### src/rtl/alu_flags.sv
// Multi-cycle ALU stage with Z/N condition flags and a start/busy/done handshake.
// ADD/SUB/AND finish in one EXEC cycle; ASR shifts one bit per EXEC cycle.
module alu_flags #(
    parameter int N = 8
) (
    input  logic         clk,
    input  logic         rst_n,
    input  logic         start,
    input  logic [1:0]   op,
    input  logic [N-1:0] in_a,
    input  logic [N-1:0] in_b,
    input  logic [2:0]   shamt,
    input  logic         flag_ld,
    input  logic [N-1:0] flag_data,
    output logic [N-1:0] result,
    output logic         busy,
    output logic         done,
    output logic         z,
    output logic         n
);

    typedef enum logic {IDLE, EXEC} state_t;

    localparam logic [1:0] OP_ADD = 2'b00;
    localparam logic [1:0] OP_SUB = 2'b01;
    localparam logic [1:0] OP_AND = 2'b10;
    localparam logic [1:0] OP_ASR = 2'b11;

    state_t       state_q, state_d;
    logic [1:0]   op_q, op_d;
    logic [N-1:0] a_q, a_d;
    logic [N-1:0] b_q, b_d;
    logic [N-1:0] work_q, work_d;
    logic [N-1:0] result_q, result_d;
    logic [2:0]   shamt_q, shamt_d;
    logic [2:0]   cnt_q, cnt_d;
    logic         z_q, z_d;
    logic         n_q, n_d;
    logic         done_q, done_d;

    logic         is_sub;
    logic [N-1:0] adder_b;
    logic [N-1:0] sum;
    logic [N-1:0] shifted;
    logic [N-1:0] alu_val;

    // SUB reuses the adder as A + ~B + 1; a zero shift count means the lone EXEC cycle passes A through.
    always_comb begin
        is_sub  = (op_q == OP_SUB);
        adder_b = is_sub ? ~b_q : b_q;
        sum     = a_q + adder_b + {{(N-1){1'b0}}, is_sub};
        shifted = (shamt_q != 3'd0) ? {work_q[N-1], work_q[N-1:1]} : work_q;
        case (op_q)
            OP_ADD:  alu_val = sum;
            OP_SUB:  alu_val = sum;
            OP_AND:  alu_val = a_q & b_q;
            default: alu_val = shifted;
        endcase
    end

    always_comb begin
        state_d  = state_q;
        op_d     = op_q;
        a_d      = a_q;
        b_d      = b_q;
        work_d   = work_q;
        shamt_d  = shamt_q;
        cnt_d    = cnt_q;
        result_d = result_q;
        z_d      = z_q;
        n_d      = n_q;
        done_d   = 1'b0;
        case (state_q)
            IDLE: begin
                if (start) begin
                    op_d    = op;
                    a_d     = in_a;
                    b_d     = in_b;
                    shamt_d = shamt;
                    work_d  = in_a;
                    cnt_d   = (op == OP_ASR && shamt != 3'd0) ? shamt : 3'd1;
                    state_d = EXEC;
                end else if (flag_ld) begin
                    z_d = (flag_data == '0);
                    n_d = flag_data[N-1];
                end
            end
            default: begin
                cnt_d  = cnt_q - 3'd1;
                work_d = shifted;
                if (cnt_q == 3'd1) begin
                    result_d = alu_val;
                    z_d      = (alu_val == '0);
                    n_d      = alu_val[N-1];
                    done_d   = 1'b1;
                    state_d  = IDLE;
                end
            end
        endcase
    end

    always_ff @(posedge clk or negedge rst_n) begin
        if (!rst_n) begin
            state_q  <= IDLE;
            op_q     <= '0;
            a_q      <= '0;
            b_q      <= '0;
            work_q   <= '0;
            shamt_q  <= '0;
            cnt_q    <= '0;
            result_q <= '0;
            z_q      <= 1'b0;
            n_q      <= 1'b0;
            done_q   <= 1'b0;
        end else begin
            state_q  <= state_d;
            op_q     <= op_d;
            a_q      <= a_d;
            b_q      <= b_d;
            work_q   <= work_d;
            shamt_q  <= shamt_d;
            cnt_q    <= cnt_d;
            result_q <= result_d;
            z_q      <= z_d;
            n_q      <= n_d;
            done_q   <= done_d;
        end
    end

    assign result = result_q;
    assign busy   = (state_q == EXEC);
    assign done   = done_q;
    assign z      = z_q;
    assign n      = n_q;

endmodule

### config.mk
export PLATFORM = sky130hd
export DESIGN_NAME = alu_flags
export DESIGN_NICKNAME = d
export VERILOG_FILES = /design/src/rtl/alu_flags.sv
export SDC_FILE = /design/constraint.sdc
export NUM_CORES = 1
export LEC_CHECK = 0
export BUFFER_PORTS_ARGS = -buffer_cell sky130_fd_sc_hd__buf_2
export CELL_PAD_IN_SITES_DETAIL_PLACEMENT = 1
export CELL_PAD_IN_SITES_GLOBAL_PLACEMENT = 2
export CORE_MARGIN = 2
export CORE_UTILIZATION = 33
export CTS_CLUSTER_DIAMETER = 150
export DETAILED_ROUTE_END_ITERATION = 8
export HOLD_SLACK_MARGIN = 0.05
export PLACE_DENSITY_LB_ADDON = 0.1
export SYNTH_ARGS = -nofsm -noshare
export SYNTH_HDL_FRONTEND = slang
export SYNTH_SLANG_ARGS = --single-unit
### constraint.sdc
create_clock -name clk -period 3.95 [get_ports clk]
set_clock_uncertainty 0.05 [all_clocks]
set_input_delay 1.185 -clock clk [delete_from_list [all_inputs] [get_ports clk]]
set_output_delay 1.185 -clock clk [all_outputs]
set_load 0.02 [all_outputs]
==> metrics.md, run 1 <==
| Metric | Value |
|---|---|
| Run status | finished clean |
| Asr flop ratio synth | 1.00 |
| Period utilization | 0.859 |
| CP Launch Type | flip-flop |
| ANT nets after route | 0 |
| Headroom to the max-slew limit | 0.328 |
| Slowest-stage cell, CP | dfrtp_1 |
| Distinct cells, synth | 46 |
| DR WL/cell | 15.7 um |
| Final slew viol count | 0 |
| Die Span Y | about 90 um |
| Slowest stage delay, CP | approximately 0.61 ns |
| CTS clk-pin slew, worst paths | 0.09 ns |
| Most frequent cells in the layout | nand2_1 (76), buf_2 (44), dfrtp_1 (43), nor2_1 (25), a21oi_1 (18) |
| Non-filler instance count after layout | 417 |
| First-pass GRT wire length | 11.0 mm |
| Layout cells sized above 1 | 0.198 |
| H-tree levels | 2 |
| Antenna diodes | 0 |
| GRT Resource Usage Total | 0.169 |
| GR Overflow Total | 0 |
| Vias in the first global route | between 2000 and 2500 |
| Rows | 31 |
| Clock buffer depth | 2 |
| RSZ-0062 raised after global routing | false |
| Final hold vios | 0 |
| Post-Synthesis Cells | 276 |
| Post-CTS setup buffers | 0 |
| Post-synth net total | between 300 and 400 |
| Crit Path Class | reg -> reg |
| I/O pin total | 45 |
| Netlist Area Pre-Place | ~2500 um^2 |
| Starting DRT DRC Count | 82 |
| Max_cap viols | 0 |
| Final setup violation count | 0 |
| Die Span X | about 90 um |
| Hold Path Class | reg -> reg |
| Critical Path RT | approximately 4 ns |
| Routed WL | 6.55 mm |
| Initial Util | 0.340 |
| Yosys warning total | 0 |
| DIE AREA | between 8000 and 9000 um^2 |
| Root Driver | clkbuf_8 |
| Leak Pwr | 1.39 nW |
| Detail Placement HPWL | 4.93 mm |
| Fmax | 295 MHz |
| Critical path peak fanout | 15 |
| Maximum VDD drop | slightly below 0.3 mV |
| EDFF count, synth | 0 |
| NumNets Final | 361 |
| DR vias/cell | a little under 5 |
| Worst Tran Pin Value | 1.01 ns |
| Worst-Skew Late Latency | a little under 0.3 ns |
| Layout area overhead | 16.3% |
| Initial antenna violation count | 0 |
| Clk sinks | 43 |
| CP cell instances | inv_1 > nand2_1 > xnor2_1 > fa_1 > a21oi_1 > o21bai_1 > xor2_1 > mux2_2 > or4_4 > o41ai_2 |
| Placed cell count | 410 |
| Pin count of the biggest net entering global routing | 44 |
| Synthesized flop and latch total | 43 |
| Num CTS Buffers | 5 |
| Post_cts resized | 0 |
| RePlAce Congestion | 0.779 |
| CP endpoint kind | flip-flop |
| Post-layout util | 0.395 |
| Pre-antenna DRT Iters | 4 |
| Dominant synthesized flop cell | dfrtp_1 |
| DRC viols | 0 |
| Fillers | roughly 890 |
| Total negative setup slack | 0 ns |
| Cts hold-fix bufs | 0 |
| PortBufs | 44 |
| Min Tclk post-route | roughly 3.4 ns |
| Commonest non-fill, non-tap cell in the layout | nand2_1 |
| Mapped Avg Cell Area | 8.89 um^2 |
| Top delay family on crit path | simple AND/OR/NAND/NOR gates |
| Core box area | 7210 um^2 |
| CP arrival | between 3 and 4 ns |
| CTS tree | done |
| Vias | between 2000 and 2500 |
| Register area share after synthesis | 0.439 |
| Bufs and invs on worst path | 1 |
| PD cells | 977 nW/um^2 |
-- synthesized netlist by cell type, types with 2 or more instances --
| cell | count | area [um^2] |
|---|---|---|
| o31ai_1 | 4 | 30.0 |
| clkbuf_1 | 9 | 33.8 |
| o21ai_1 | 3 | 15.0 |
| and3_1 | 2 | 12.5 |
| o21ai_0 | 9 | 45.0 |
| xnor2_1 | 8 | 70.1 |
| xor2_1 | 3 | 26.3 |
| a211oi_1 | 2 | 15.0 |
| a211o_1 | 2 | 17.5 |
| o21a_1 | 2 | 15.0 |
| nor2b_1 | 2 | 12.5 |
| a221oi_1 | 2 | 17.5 |
| dfrtp_1 | 43 | 1080 |
| inv_1 | 6 | 22.5 |
| nand2b_1 | 3 | 18.8 |
| and2_1 | 2 | 12.5 |
| a21oi_1 | 18 | 90.1 |
| o22ai_1 | 8 | 50.1 |
| mux2i_1 | 9 | 90.1 |
| ha_1 | 9 | 113 |
| a21o_1 | 2 | 15.0 |
| mux2_2 | 4 | 45.0 |
| nor2_1 | 25 | 93.8 |
| nand2_1 | 76 | 285 |
| nor4_1 | 2 | 12.5 |
-- cells by family after synthesis --
family	share of synthesized area
AND/OR/NAND/NOR	0.213
AO/OA/AOI/OAI	0.161
flip-flops	0.439
buffers and inverters	0.0280
multiplexers	0.0658
XOR/XNOR	0.0393
adder cells (fa/ha/maj)	0.0541
-- per-layer routing --
metal	share of wire	track usage
met5	0	0
met4	0.0044	0.0231
met3	0.018	0.0251
met2	0.47	0.269
met1	0.51	0.250
-- cell type report --
cell class	instances	area [um^2]	area share
timing repair buffer	46	235	0.0825
multi-input combinational	215	1310	0.459
sequential	43	1080	0.377
clock buffer	5	68.8	0.0241
clock inverter	2	13.8	0.00482
inverter	7	26.3	0.00921
tap	99	124	0.0434
-- flip-flops by register name, indices dropped and copies added (netlist names) --
name / cells
a_q: 8
b_q: 8
busy: 1
cnt_q: 3
done: 1
n: 1
op_q: 2
result: 8
shamt_q: 3
work_q: 7
z: 1
-- worst paths after layout --
path | from | to | slack (ns) | cells past startpoint
worst max-delay path | op_q[1] | z | 0.56 | 10
worst max register to register | op_q[1] | z | 0.56 | 10
worst min-delay path | result[4] | result[4] | 0.43 | 2
max in group asynchronous | rst_n | result[3] | 2.22 | 1
worst min register to register | result[4] | result[4] | 0.43 | 2
min in group asynchronous | rst_n | work_q[5] | 1.00 | 1
-- power by group --
group	switching, mW	total [mW]	internal, mW
logic	0.945	1.63	0.688
clock network	0.164	0.285	0.121
registers	0.224	0.869	0.646
-- worst reg2reg max path, delay by kind of cell (launching register included) --
family | cells | cell delay (ns)
AND/OR/NAND/NOR | 2 | 0.87
flip-flops | 1 | 0.61
AO/OA/AOI/OAI | 3 | 0.50
adder cells (fa/ha/maj) | 1 | 0.45
XOR/XNOR | 2 | 0.32
multiplexers | 1 | 0.30
buffers and inverters | 1 | 0.18
-- per-stage QoR --
stage	hold slack [ns]	setup WS [ns]	power, mW	instance area [um^2]
after CTS	0.436	0.572	2.82	2850
final	0.428	0.557	2.79	2850
after detailed placement	0.414	0.606	2.52	2770
after global routing	0.464	0.308	3.06	2850
after global placement	0.410	0.706	2.52	2770
after floorplan	0.405	1.02	2.05	2450
(Power assumes the default switching activity.)
==> run 2, diff against run 1 <==
PLACE_DENSITY = 0.86   (was not set)
PLACE_DENSITY_LB_ADDON = not set   (was 0.1)
==> metrics.md, run 2 (same netlist as run 1, synthesis figures left out) <==
| Metric | Value |
|---|---|
| Run status | finished clean |
| Detail Placement HPWL | 4.96 mm (+0.62%) |
| Clk sinks | 43 (unchanged) |
| CTS tree | done |
| DR vias/cell | 5.05 (+2.0%) |
| Period utilization | 0.853 (-0.00577) |
| Pre-antenna DRT Iters | 4 (unchanged) |
| Commonest non-fill, non-tap cell in the layout | nand2_1 |
| Maximum VDD drop | 0.256 mV (-14%) |
| Antenna diodes | 0 (unchanged) |
| Setup WS post-layout | 0.580 ns (+0.0228 ns) |
| First-pass GRT wire length | 11.1 mm (+0.63%) |
| Vias | 2102 (+1.8%) |
| Root Driver | clkbuf_8 |
| CP arrival | 3.52 ns (-0.02 ns) |
| Hold Path Class | reg -> reg |
| Critical Path RT | 4.10 ns (about the same) |
| Initial antenna violation count | 0 (unchanged) |
| Fin Hold WS | 0.431 ns (+0.00348 ns) |
| Starting DRT DRC Count | 86 (+4.9%) |
| Final hold vios | 0 (unchanged) |
| Clock buffer depth | 2 (unchanged) |
| Vias in the first global route | 2199 (+2.8%) |
| Final slew viol count | 0 (unchanged) |
| Max_cap viols | 0 (unchanged) |
| Critical path peak fanout | 15 (unchanged) |
| Post-CTS setup buffers | 0 (unchanged) |
| Rows | 31 (unchanged) |
| Final setup violation count | 0 (unchanged) |
| CP Launch Type | flip-flop |
| I/O pin total | 45 (unchanged) |
| ANT nets after route | 0 (unchanged) |
| Tot Pwr | 2.83 mW (+1.6%) |
| Core box area | 7210 um^2 (unchanged) |
| Crit Path Class | reg -> reg |
| DIE AREA | 8140 um^2 (unchanged) |
| Die Span Y | 90.2 um (unchanged) |
| Post_cts resized | 0 (unchanged) |
| Die Span X | 90.2 um (unchanged) |
| Fmax | 297 MHz (+0.68%) |
| Layout cells sized above 1 | 0.192 (-0.00568) |
| PortBufs | 44 (unchanged) |
| Num CTS Buffers | 5 (unchanged) |
| Leak Pwr | 1.39 nW (+0.16%) |
| GR Overflow Total | 0 (unchanged) |
| CTS clk-pin slew, worst paths | 0.08 ns (about the same) |
| RePlAce Congestion | 0.797 (+2.3%) |
| Pin count of the biggest net entering global routing | 44 (unchanged) |
| Cts hold-fix bufs | 0 (unchanged) |
| Non-filler instance count after layout | 416 (-0.24%) |
| NumNets Final | 360 (-0.28%) |
| Min Tclk post-route | 3.37 ns (-0.0228 ns) |
| Routed WL | 6.41 mm (-2.2%) |
| Worst-Skew Late Latency | 0.29 ns (about the same) |
| DR WL/cell | 15.4 um (-1.9%) |
| DP Worst Slack | 0.622 ns (+0.0166 ns) |
| Initial Util | 0.340 (unchanged) |
| Layout area overhead | 16.8% |
| GRT Resource Usage Total | 0.168 (-0.000564) |
| Total negative setup slack | 0 ns (unchanged) |
| H-tree levels | 2 (unchanged) |
| DRC viols | 0 (unchanged) |
| Placed cell count | 409 (-0.24%) |
| Most frequent cells in the layout | nand2_1 (76), buf_2 (44), dfrtp_1 (43), nor2_1 (25), a21oi_1 (18) |
| PD cells | 988 nW/um^2 (+1.1%) |
| CP endpoint kind | flip-flop |
| RSZ-0062 raised after global routing | false |
| Headroom to the max-slew limit | 0.330 (+0.00167) |
| Worst Tran Pin Value | 1.01 ns (-0.00251 ns) |
[run 2: changes by cell type in the layout (fill, tap and decap cells not counted)]
cell,change
clkinv_2,-1
bufinv_16,+1
clkinv_4,-1
clkbuf_1,+1
buf_4,-1
[run 2: path summary, 6_finish.rpt]
check / startpoint / cells past startpoint / slack, ns / to
max in group asynchronous: rst_n / 1 / 2.24 / z
setup / recovery: op_q[1] / 10 / 0.58 / z
hold reg to reg: result[4] / 2 / 0.43 / result[4]
min in group asynchronous: rst_n / 1 / 1.00 / work_q[6]
hold / removal: result[4] / 2 / 0.43 / result[4]
setup reg to reg: op_q[1] / 10 / 0.58 / z
[run 2: per-layer routing]
| layer | part of all wire | GRT usage |
|---|---|---|
| met5 | 0 | 0 |
| met4 | 0.014 | 0.0436 |
| met3 | 0.023 | 0.0293 |
| met2 | 0.48 | 0.277 |
| met1 | 0.48 | 0.230 |
[run 2: power breakdown]
part	internal [mW]	switching, mW	total [mW]
combinational	0.683	0.930	1.61
sequential	0.646	0.239	0.885
clock	0.185	0.148	0.334
total	1.51	1.32	2.83
[run 2: area by class of cell]
cell class,count,area (um^2)
fill,887,4350
multi-input combinational,215,1310
sequential,43,1080
timing repair buffer,45,228
tap,99,124
clock buffer,6,72.6
clock inverter,1,30.0
inverter,7,26.3
[run 2: worst max-delay path, stage by stage, from the launching register on]
cell      delay (ns)
dfrtp_1         0.61
inv_1           0.18
nand2_1         0.35
xnor2_1         0.18
fa_1            0.45
a21oi_1         0.19
o21bai_1        0.11
xor2_1          0.15
mux2_2          0.29
or4_4           0.51
o41ai_2         0.20
[run 2: through the flow]
step / cell area [um^2] / util
final: 2870 / 0.397
after global placement: 2760 / 0.383
after CTS: 2870 / 0.397
after floorplan: 2450 / -
after detailed placement: 2760 / 0.383
after global routing: 2870 / 0.397
==> run 3, diff against run 2 <==
CORE_UTILIZATION = 36   (was 33)
PLACE_DENSITY = 0.93   (was 0.86)
clock period = 3.9 ns   (was 3.95 ns; I/O delays follow)
==> metrics.md, run 3 (same netlist as run 1, synthesis figures left out) <==
| Metric | Value |
|---|---|
| Most frequent cells in the layout | nand2_1 (76), buf_2 (44), dfrtp_1 (43), nor2_1 (25), a21oi_1 (18) |
| Placed cell count | 391 (-4.4%) |
| Fillers | 821 (-7.4%) |
| Area of placed instances | 2750 um^2 (-0.59%) |
| I/O pin total | 45 (unchanged) |
| Rows | 30 (-3.2%) |
| CP cell instances | inv_1 > nand2_1 > xnor2_1 > fa_1 > a21oi_1 > o21bai_1 > xor2_1 > mux2_2 > or4_4 > o41ai_2 |
| Setup WS post-layout | 0.530 ns (-0.0493 ns) |
| CTS tree | done |
| Design area | 2860 um^2 (-0.13%) |
| Critical path peak fanout | 15 (unchanged) |
| Final hold vios | 0 (unchanged) |
| Final slew viol count | 0 (unchanged) |
| DIE AREA | 7490 um^2 (-8.0%) |
| Reg2Reg Depth | 10 (unchanged) |
| Root Driver | clkbuf_8 |
| Routed WL | 6.22 mm (-2.9%) |
| Slowest-stage cell, CP | dfrtp_1 |
| Run status | finished clean |
| Num CTS Buffers | 5 (unchanged) |
| Commonest non-fill, non-tap cell in the layout | nand2_1 |
| Hold Path Class | reg -> reg |
| First-pass GRT wire length | 10.8 mm (-2.2%) |
| DR WL/cell | 15.6 um (+1.2%) |
| Starting DRT DRC Count | 66 (-23%) |
| Headroom to the max-slew limit | 0.337 (+0.00759) |
| Fin Hold WS | 0.437 ns (+0.00593 ns) |
| Slowest stage delay, CP | 0.62 ns (about the same) |
| Layout area overhead | 16.6% |
| Pin count of the biggest net entering global routing | 44 (unchanged) |
| CP Launch Type | flip-flop |
| Die Span X | 86.6 um (-4.1%) |
| Leak Pwr | 1.40 nW (+0.61%) |
| GRT Resource Usage Total | 0.182 (+0.0139) |
| H-tree levels | 2 (unchanged) |
| RSZ-0062 raised after global routing | false |
| Non-filler instance count after layout | 399 (-4.1%) |
| PortBufs | 44 (unchanged) |
| GR Overflow Total | 0 (unchanged) |
| Pre-antenna DRT Iters | 4 (unchanged) |
| ANT nets after route | 0 (unchanged) |
| Post-layout util | 0.428 (+0.0311) |
| Die Span Y | 86.6 um (-4.1%) |
| Period utilization | 0.864 (+0.0108) |
| Min Tclk post-route | 3.37 ns (-0.000663 ns) |
| GRT busiest layer | met2 |
| Clock buffer depth | 2 (unchanged) |
| Initial antenna violation count | 0 (unchanged) |
| Layout cells sized above 1 | 0.201 (+0.00820) |
| Multi-input gate area | 1310 um^2 (unchanged) |
| Met1 Use GR | 0.255 (+0.0244) |
| Met2 Usage GRT | 0.298 (+0.0210) |
| Tot Pwr | 2.91 mW (+2.9%) |
| Crit path depth | 10 (unchanged) |
| Post-CTS setup buffers | 0 (unchanged) |
| Cts hold-fix bufs | 0 (unchanged) |
| Met3 Track Usage GR | 0.0352 (+0.00590) |
| CTS clk-pin slew, worst paths | 0.09 ns (about the same) |
| Vias | 2098 (-0.19%) |
| Bufs and invs on worst path | 1 (unchanged) |
| CP endpoint kind | flip-flop |
| Critical Path RT | 4.06 ns (-0.04 ns) |
| Max_cap viols | 0 (unchanged) |
| NumNets Final | 361 (+0.28%) |
| DR vias/cell | 5.26 (+4.1%) |
| Hold Path Depth | 2 (unchanged) |
| CP arrival | 3.53 ns (about the same) |
| Antenna diodes | 0 (unchanged) |
| Detail Placement HPWL | 4.82 mm (-2.8%) |
| Top delay family on crit path | simple AND/OR/NAND/NOR gates |
| Total negative setup slack | 0 ns (unchanged) |
| Storage element area | 1080 um^2 (unchanged) |
| Clk sinks | 43 (unchanged) |
| Vias in the first global route | 2247 (+2.2%) |
| Crit Path Class | reg -> reg |
| Fmax | 297 MHz (about the same) |
| Worst Tran Pin Value | 0.994 ns (-0.0114 ns) |
| Maximum VDD drop | 0.303 mV (+18%) |
| Initial Util | 0.367 (+0.0271) |
| DP Worst Slack | 0.559 ns (-0.0630 ns) |
| Final setup violation count | 0 (unchanged) |
| RePlAce Congestion | 0.862 (+8.1%) |
| Worst-Skew Late Latency | 0.31 ns (+0.02 ns) |
| PD cells | 1020 nW/um^2 (+3.0%) |
| Post_cts resized | 0 (unchanged) |
| Core box area | 6680 um^2 (-7.4%) |
| DRC viols | 0 (unchanged) |
[run 3: cell types whose count changed in the layout (fill, tap and decap cells not counted), sizes merged]
cell,before,now
inv,6,7
clkinvlp,0,1
buf,45,46
clkbuf,6,5
[run 3: worst paths after layout]
check | slack [ns] | start | end
worst max register to register | 0.53 | op_q[1] | z
worst min-delay path | 0.44 | result[4] | result[4]
max in group asynchronous | 2.24 | rst_n | a_q[3]
worst max-delay path | 0.53 | op_q[1] | z
worst min register to register | 0.44 | result[4] | result[4]
min in group asynchronous | 0.95 | rst_n | z
[run 3: layout make-up]
cell class | instances | share of cell area
timing repair buffer | 46 | 0.0822
sequential | 43 | 0.376
inverter | 7 | 0.00918
clock inverter | 3 | 0.0162
multi-input combinational | 215 | 0.457
clock buffer | 5 | 0.0240
tap | 80 | 0.0350
[run 3: per-layer routing]
layer | up-vias | part of all wire
li1 | 1029 | -
met1 | 1037 | 0.48
met2 | 26 | 0.49
met3 | 6 | 0.022
met4 | 0 | 0.0082
met5 | - | 0
[run 3: tightest hold or removal path, stage by stage, from the launching register on]
cell,delay [ns]
dfrtp_1,0.35
nand2_1,0.05
nand2_1,0.06
[run 3: power breakdown]
group | switching (mW) | total (mW) | leakage (nW) | internal (mW)
Combinational | 0.967 | 1.67 | 0.820 | 0.699
Sequential | 0.227 | 0.881 | 0.521 | 0.654
Clock | 0.173 | 0.366 | 0.0548 | 0.193
